===== src/rtl/lcd_arbiter.sv =====
// Burst arbiter sharing one LCD executor between two command sources.
// Round-robin grant per burst, beat-by-beat start/ready sequencing, hang guard.
module lcd_arbiter #(
  parameter int TIMEOUT   = 50000,
  parameter int MAX_BEATS = 40
) (
  input  logic       clk,
  input  logic       rst,
  input  logic [1:0] req,
  input  logic [1:0] beat_valid,
  input  logic [1:0] beat_last,
  input  logic [3:0] beat_op0,
  input  logic [3:0] beat_op1,
  input  logic [7:0] beat_data0,
  input  logic [7:0] beat_data1,
  output logic [1:0] gnt,
  output logic [1:0] beat_ack,
  output logic [3:0] exe_op,
  output logic [7:0] exe_data,
  output logic       exe_start,
  input  logic       exe_rdy,
  output logic       busy,
  output logic       timeout_err,
  output logic       len_err
);

  localparam int BW = $clog2(MAX_BEATS + 1);
  localparam int TW = $clog2(TIMEOUT);

  typedef enum logic [1:0] {
    IDLE,
    ARM,
    WAIT_BUSY,
    WAIT_DONE
  } state_t;

  state_t        state_q, state_d;
  logic          owner_q, owner_d;
  logic          last_owner_q, last_owner_d;
  logic [BW-1:0] bcnt_q, bcnt_d, bcnt_inc;
  logic [TW-1:0] tcnt_q, tcnt_d;
  logic          last_q, last_d;
  logic          by_cnt_q, by_cnt_d;
  logic [1:0]    gnt_d, ack_d;
  logic [3:0]    op_d;
  logic [7:0]    data_d;
  logic          start_d, busy_d, tmo_d, len_d;
  logic          rel, sel, at_cap, tmo_hit;
  logic          own_req, own_valid, own_last;
  logic [3:0]    own_op;
  logic [7:0]    own_data;
  logic [1:0]    own_oh;

  assign own_req   = req[owner_q];
  assign own_valid = beat_valid[owner_q];
  assign own_last  = beat_last[owner_q];
  assign own_op    = owner_q ? beat_op1 : beat_op0;
  assign own_data  = owner_q ? beat_data1 : beat_data0;
  assign own_oh    = owner_q ? 2'b10 : 2'b01;
  assign bcnt_inc  = bcnt_q + BW'(1);
  assign at_cap    = (bcnt_inc == BW'(MAX_BEATS));
  assign tmo_hit   = (tcnt_q == TW'(TIMEOUT - 1));
  // both requesting: whoever was not served last; else the lone requester
  assign sel = (req == 2'b11) ? ~last_owner_q : req[1];

  // next-state and registered-output computation
  always_comb begin
    state_d      = state_q;
    owner_d      = owner_q;
    last_owner_d = last_owner_q;
    bcnt_d       = bcnt_q;
    tcnt_d       = tcnt_q;
    last_d       = last_q;
    by_cnt_d     = by_cnt_q;
    gnt_d        = gnt;
    ack_d        = 2'b00;
    op_d         = exe_op;
    data_d       = exe_data;
    start_d      = 1'b0;
    tmo_d        = timeout_err;
    len_d        = len_err;
    rel          = 1'b0;
    unique case (state_q)
      IDLE: begin
        if (|req) begin
          owner_d = sel;
          gnt_d   = sel ? 2'b10 : 2'b01;
          bcnt_d  = '0;
          state_d = ARM;
        end
      end
      ARM: begin
        if (!own_req) begin
          rel = 1'b1;
        end else if (own_valid && exe_rdy) begin
          op_d     = own_op;
          data_d   = own_data;
          start_d  = 1'b1;
          ack_d    = own_oh;
          bcnt_d   = bcnt_inc;
          last_d   = own_last | at_cap;
          by_cnt_d = ~own_last & at_cap;
          tcnt_d   = '0;
          state_d  = WAIT_BUSY;
        end
      end
      WAIT_BUSY: begin
        if (tmo_hit) begin
          tmo_d = 1'b1;
          rel   = 1'b1;
        end else begin
          tcnt_d = tcnt_q + TW'(1);
          if (!exe_rdy) state_d = WAIT_DONE;
        end
      end
      WAIT_DONE: begin
        if (tmo_hit) begin
          tmo_d = 1'b1;
          rel   = 1'b1;
        end else begin
          tcnt_d = tcnt_q + TW'(1);
          if (exe_rdy) begin
            if (last_q || !own_req) begin
              rel = 1'b1;
              if (last_q && by_cnt_q) len_d = 1'b1;
            end else begin
              state_d = ARM;
            end
          end
        end
      end
      default: state_d = IDLE;
    endcase
    if (rel) begin
      state_d      = IDLE;
      gnt_d        = 2'b00;
      last_owner_d = owner_q;
    end
    busy_d = (state_d != IDLE);
  end

  // state and output registers
  always_ff @(posedge clk) begin
    if (rst) begin
      state_q      <= IDLE;
      owner_q      <= 1'b0;
      last_owner_q <= 1'b1;
      bcnt_q       <= '0;
      tcnt_q       <= '0;
      last_q       <= 1'b0;
      by_cnt_q     <= 1'b0;
      gnt          <= 2'b00;
      beat_ack     <= 2'b00;
      exe_op       <= 4'h0;
      exe_data     <= 8'h00;
      exe_start    <= 1'b0;
      busy         <= 1'b0;
      timeout_err  <= 1'b0;
      len_err      <= 1'b0;
    end else begin
      state_q      <= state_d;
      owner_q      <= owner_d;
      last_owner_q <= last_owner_d;
      bcnt_q       <= bcnt_d;
      tcnt_q       <= tcnt_d;
      last_q       <= last_d;
      by_cnt_q     <= by_cnt_d;
      gnt          <= gnt_d;
      beat_ack     <= ack_d;
      exe_op       <= op_d;
      exe_data     <= data_d;
      exe_start    <= start_d;
      busy         <= busy_d;
      timeout_err  <= tmo_d;
      len_err      <= len_d;
    end
  end

endmodule


===== config.mk =====
export PLATFORM = sky130hd
export DESIGN_NAME = lcd_arbiter
export DESIGN_NICKNAME = d
export VERILOG_FILES = /design/src/rtl/lcd_arbiter.sv
export SDC_FILE = /design/constraint.sdc
export NUM_CORES = 1
export LEC_CHECK = 0
export ABC_AREA = 1
export BUFFER_PORTS_ARGS = -buffer_cell sky130_fd_sc_hd__buf_2
export CORE_MARGIN = 4
export CORE_UTILIZATION = 57
export DETAILED_ROUTE_END_ITERATION = 8
export GPL_TIMING_DRIVEN = 0
export PLACE_DENSITY = 0.83
export SYNTH_ARGS = -nofsm -noshare
export SYNTH_HDL_FRONTEND = slang
export SYNTH_SLANG_ARGS = --single-unit

===== constraint.sdc =====
create_clock -name clk -period 4.8 [get_ports clk]
set_input_delay 0.96 -clock clk [delete_from_list [all_inputs] [get_ports clk]]
set_output_delay 0.96 -clock clk [all_outputs]
set_load 0.01 [all_outputs]

==> results.sh, run 1 <==
export IMPL_cts_root_buf="clkbuf_8"
export IMPL_crit_arrival_ps=2100
export IMPL_p_int_uw=635
export IMPL_pwr_share_comb_pct=12.8
export IMPL_synth_edf_count=0
export IMPL_drt_iter0_drc=166
export IMPL_antenna_found_initial=0
export IMPL_max_freq_ghz=0.524
export IMPL_initial_core_util_pct=59.5
export IMPL_syn_inst=352
export IMPL_clkTransAtPathRegs_ps=80
export IMPL_powerDensity_nw_per_um2=297
export IMPL_h_tree_depth=2
export IMPL_ys_ff_latch=48
export IMPL_vdd_drop_max_mv=0.268
export IMPL_rrSetupSlack_ps=2930
export IMPL_synth_top_cell_area_share_pct=39.8
export IMPL_ios=53
export IMPL_wire_per_inst_um=12.6
export IMPL_drive_gt1_share_pct=21.9
export IMPL_cts_resized=0
export IMPL_cts_buffers=5
export IMPL_avgSynthCellArea_sq_um=6.85
export IMPL_crit_type="in2reg"
export IMPL_rows=23
export IMPL_yosysSeqAreaShare_pct=39.8
export IMPL_r2r_start="tcnt_q[0]"
export IMPL_post_route_period_util_pct=39.8
export IMPL_area_delta_synth_final_pct=18.4
export IMPL_synth_top_cell_by_area="dfxtp_1"
export IMPL_syn_area_sq_um=2410
export IMPL_fin_tns_setup_ps=0
export IMPL_ant_nets=0
export IMPL_min_path_cells=2
export IMPL_dpl_hpwl_um=4240
export IMPL_gr_usage_all_layers_pct=23.4
export IMPL_drv_slew=0
export IMPL_cp_end_kind="register"
export IMPL_grt_ovfl_total=0
export IMPL_reg2reg_depth=9
export IMPL_cts_hold_buf=0
export IMPL_vias=2407
export IMPL_power_leakage_nw=1.27
export IMPL_finalSetupViolCount=0
export IMPL_dr_pass1_iters=5
export IMPL_critPathRequiredTime_ps=4990
export IMPL_finish_utilization_pct=70.4
export IMPL_place_gp_congestion=0.941
export IMPL_synth_area_top_cells="dfxtp_1 40%, nand2_1 18%, nor2_1 7.5%"
export IMPL_grt_max_degree=15
export IMPL_status="complete, no violations"
export IMPL_die_area_sq_um=5340
export IMPL_drc=0
export IMPL_seq_power_share_pct=49.4
export IMPL_hold_violations=0
export IMPL_final_common_cell="nand2_1"
export IMPL_synth_ff_type="dfxtp_1"
export IMPL_placed_cells=453
export IMPL_switching_share_pct=25.2
export IMPL_p_sw_uw=213
export IMPL_max_slew_margin_pct=63.1
export IMPL_nNetsFinal=445
export IMPL_cp_max_fo=10
export IMPL_yosys_warnings=0
export IMPL_startpoint="rst"
export IMPL_core_sq_um=4060
export IMPL_worstMarginPinSlew_ps=554
export IMPL_drv_cap=0
export IMPL_die_w_um=73.1
export IMPL_hold_class="reg2reg"
export IMPL_io_buffers=51
export IMPL_diodes=0
export IMPL_rsz0062_at_grt="false"
export IMPL_cts_sinks=48
export IMPL_routed_wirelength_um=5820
export IMPL_synth_cell_types=32
export IMPL_cts_tree="done"
export IMPL_grt_pass1_wl_um=10100
export IMPL_finClkSkew_ps=9.81
export IMPL_fin_crit_ps=1910
export IMPL_worstHoldStart="timeout_err"
export IMPL_vias_per_cell=5.22
export IMPL_cts_setup_buffers=0
export IMPL_mostFrequentLayoutCells="114 x nand2_1, 54 x buf_2, 48 x nor2_1, 48 x dfxtp_1, 29 x nand3_1"
export IMPL_first_global_vias=2335
export IMPL_die_h_um=73.1
export IMPL_cts_buffer_depth=2
export IMPL_insertion_delay_ps=310
export IMPL_critPathLaunchType="primary input"
export IMPL_stdcell_count=461
export IMPL_synth_async_reset_ratio_pct=0
export IMPL_pwr_share_clk_pct=37.8
export IMPL_syn_num_nets=387
## flip-flops by register name, summed over array words and instances (netlist names)
register,flops
by_cnt_q,1
exe_data,8
owner_q,1
busy,1
tcnt_q,16
timeout_err,1
last_q,1
exe_start,1
len_err,1
beat_ack,2
gnt,2
state_q,2
last_owner_q,1
exe_op,4
bcnt_q,6
## routing by layer
metal / global-route usage [%] / vias up / wire length [um]
met2: 37.9 / 78 / 2780
met3: 5.10 / 14 / 352
met1: 30.8 / 1068 / 2600
met5: 0 / - / 0
met4: 7.79 / 0 / 87
li1: - / 1247 / -
## critical path, stage by stage
cell and delay [ps]:
buf_2 240, clkinv_1 350, nand2_4 220, nor2_4 60, buf_6 150, nand2_1 60
nand3_1 70
## power by group through the flow
| stage | Combinational (mW) | Sequential [mW] | Clock (mW) |
|---|---|---|---|
| 2_1_floorplan | 0.0675 | 0.431 | 0 |
| 3_3_place_gp | 0.105 | 0.428 | 0 |
| 3_5_place_dp | 0.107 | 0.428 | 0 |
| 4_1_cts | 0.108 | 0.419 | 0.322 |
| 5_1_grt | 0.120 | 0.421 | 0.338 |
| 6_report | 0.108 | 0.419 | 0.321 |
## stage by stage
stage               setup WS, ps  hold WS (ps)  total power, mW  instance area (sq um)
floorplan                   2810           428            0.498                   2410
global placement            2600           434            0.533                   2730
detailed placement          2580           449            0.536                   2730
CTS                         2890           461            0.849                   2860
global route                2710           476            0.879                   2860
finish                      2890           461            0.848                   2860
## final timing paths
path,to
worst min-delay path,timeout_err
worst max register to register,tcnt_q[1]
worst min register to register,timeout_err
worst max-delay path,exe_op[0]
## cells by family after synthesis
| family | after synthesis | share of synthesized area [%] |
|---|---|---|
| simple gates | 217 | 39.6 |
| flops | 48 | 39.8 |
| compound gates | 45 | 10.7 |
| buf+inv | 35 | 7.05 |
| fa+ha+maj | 2 | 1.04 |
| xor+xnor | 5 | 1.82 |
## final cells by class
class                   count  area, sq um
well taps                  50         62.6
clock inverters             1         30.0
multi-input cells         269         1280
repair buffers             51          255
inverters                  26         98.8
plain buffers               9         71.3
flip-flops and latches     48          961
clock buffers               7         96.3
fillers                   357         1200
## cell usage after synthesis, drive strengths merged (2+ instances only)
cell type    n
nand2      120
nor2        52
dfxtp       48
nand3       30
a21oi       28
inv         24
o21ai       11
buf          8
nand4        7
or2          4
a31o         3
nor3         3
xor2         3
clkinv       2
ha           2
xnor2        2
Power figures use the tool's default switching activity.
==> run 2, diff against run 1 <==
Settings changed: CORE_UTILIZATION 57 to 54, PLACE_DENSITY 0.83 to 0.79.
Clock period 4.8 ns to 2 ns, I/O delays scaled along.
==> results.sh, run 2 (synthesis results as in run 1) <==
export IMPL_status="complete, no violations"
export IMPL_reg2reg_depth=9
export IMPL_place_gp_congestion=0.859
export IMPL_cts_resized=0
export IMPL_io_buffers=51
export IMPL_crit_type="reg2reg"
export IMPL_fin_crit_ps=1840
export IMPL_max_slew_margin_pct=69.1
export IMPL_cts_setup_buffers=0
export IMPL_cp_cell_sequence="ha_2 -> nand3_1 -> nor2_1 -> nand2_1 -> nand2_1 -> nand2_2 -> buf_6 -> a21oi_1 -> nor2_1"
export IMPL_area_delta_synth_final_pct=18.7
export IMPL_finalSetupViolCount=0
export IMPL_critPathLaunchType="register"
export IMPL_core_sq_um=4320
export IMPL_cts_hold_buf=0
export IMPL_final_common_cell="nand2_1"
export IMPL_cp_end_kind="register"
export IMPL_endpoint="tcnt_q[5]"
export IMPL_first_global_vias=2154
export IMPL_r2r_start="tcnt_q[0]"
export IMPL_startpoint="tcnt_q[0]"
export IMPL_crit_arrival_ps=2030
export IMPL_vias_per_cell=5.16
export IMPL_nNetsFinal=445
export IMPL_die_w_um=74.8
export IMPL_drt_iter0_drc=175
export IMPL_drv_slew=0
export IMPL_post_dp_cell_area_sq_um=2730
export IMPL_h_tree_depth=2
export IMPL_ant_nets=0
export IMPL_vias=2385
export IMPL_die_h_um=74.8
export IMPL_fillers=396
export IMPL_reg_top3="tcnt_q x16, exe_data x8, bcnt_q x6"
export IMPL_die_area_sq_um=5600
export IMPL_mostFrequentLayoutCells="114 x nand2_1, 54 x buf_2, 48 x nor2_1, 48 x dfxtp_1, 29 x nand3_1"
export IMPL_post_route_period_util_pct=91.8
export IMPL_hold_class="in2reg"
export IMPL_worstMarginPinSlew_ps=463
export IMPL_grt_ovfl_total=0
export IMPL_dr_pass1_iters=4
export IMPL_gr_usage_all_layers_pct=21.6
export IMPL_cp_max_fo=10
export IMPL_rr_endpoint="tcnt_q[5]"
export IMPL_routed_wirelength_um=5630
export IMPL_dp_slack_ps=158
export IMPL_largest_register_ffs=16
export IMPL_cts_sinks=48
export IMPL_hold_violations=0
export IMPL_drv_cap=0
export IMPL_max_freq_ghz=0.545
export IMPL_diodes=0
export IMPL_critPathRequiredTime_ps=2200
export IMPL_finClkSkew_ps=12.7
export IMPL_antenna_found_initial=0
export IMPL_cts_tree="done"
export IMPL_rows=24
export IMPL_slowest_delay_ps=400
export IMPL_power_leakage_nw=1.26
export IMPL_rrSetupSlack_ps=160
export IMPL_setup_slack_ps=164
export IMPL_rsz0062_at_grt="false"
export IMPL_cts_buffers=5
export IMPL_initial_core_util_pct=55.8
export IMPL_insertion_delay_ps=300
export IMPL_wire_per_inst_um=12.2
export IMPL_drive_gt1_share_pct=22.0
export IMPL_powerDensity_nw_per_um2=726
export IMPL_cts_buffer_depth=2
export IMPL_dpl_hpwl_um=4190
export IMPL_ios=53
export IMPL_drc=0
export IMPL_vdd_drop_max_mv=0.556
export IMPL_fin_tns_setup_ps=0
export IMPL_top_register="tcnt_q"
export IMPL_cts_root_buf="clkbuf_8"
export IMPL_grt_max_degree=15
export IMPL_clkTransAtPathRegs_ps=90
export IMPL_grt_pass1_wl_um=9470
export IMPL_final_cell_area_sq_um=2860
export IMPL_crit_slowest_cell="dfxtp_1"
run 2: metrics by stage:
step	hold slack (ps)	power, mW	cells	utilization [%]
global placement	434	1.28	455	63.2
global route	296	2.16	462	66.2
detailed placement	444	1.29	455	63.2
CTS	285	2.09	462	66.2
finish	292	2.08	462	66.2
floorplan	428	1.20	352	-
run 2: critical path: cells and delay by family (launching register included):
kind / cells / cell delay (ps)
adders and majority gates: 1 / 260
DFF: 1 / 400
and+or+nand+nor: 6 / 760
buffers and inverters: 1 / 150
AOI/OAI and AO/OA: 1 / 150
run 2: report_power, final:
part	internal (mW)	switching [mW]	leakage, nW
clock	0.492	0.322	0.0642
combinational	0.0964	0.161	0.809
sequential	0.985	0.0214	0.389
run 2: cell type report:
type | count | area, sq um | share of cell area [%]
plain buffers | 9 | 71.3 | 2.49
clock buffers | 5 | 68.8 | 2.40
clock inverters | 2 | 60.1 | 2.10
inverters | 26 | 98.8 | 3.45
multi-input cells | 269 | 1280 | 44.8
flip-flops and latches | 48 | 961 | 33.6
well taps | 52 | 65.1 | 2.27
repair buffers | 51 | 255 | 8.91
run 2: worst min-delay path by stage:
stage / from / end / slack (ps) / cells after the start
2_1_floorplan: by_cnt_q / by_cnt_q / 430 / 2
6_report: beat_op0[1] / exe_op[1] / 290 / 3
5_1_grt: beat_op0[1] / exe_op[1] / 300 / 3
4_1_cts: beat_data1[4] / exe_data[4] / 290 / 3
3_5_place_dp: timeout_err / timeout_err / 440 / 2
3_3_place_gp: timeout_err / timeout_err / 430 / 2
run 2: metal layers:
layer  routed length [um]  GRT usage (%)  vias to the layer above
met5                    0              0                        -
met4                   55           6.13                        0
met3                  389           4.94                        6
met2                 2640           35.2                       71
met1                 2550           28.8                     1063
li1                     -              -                     1245
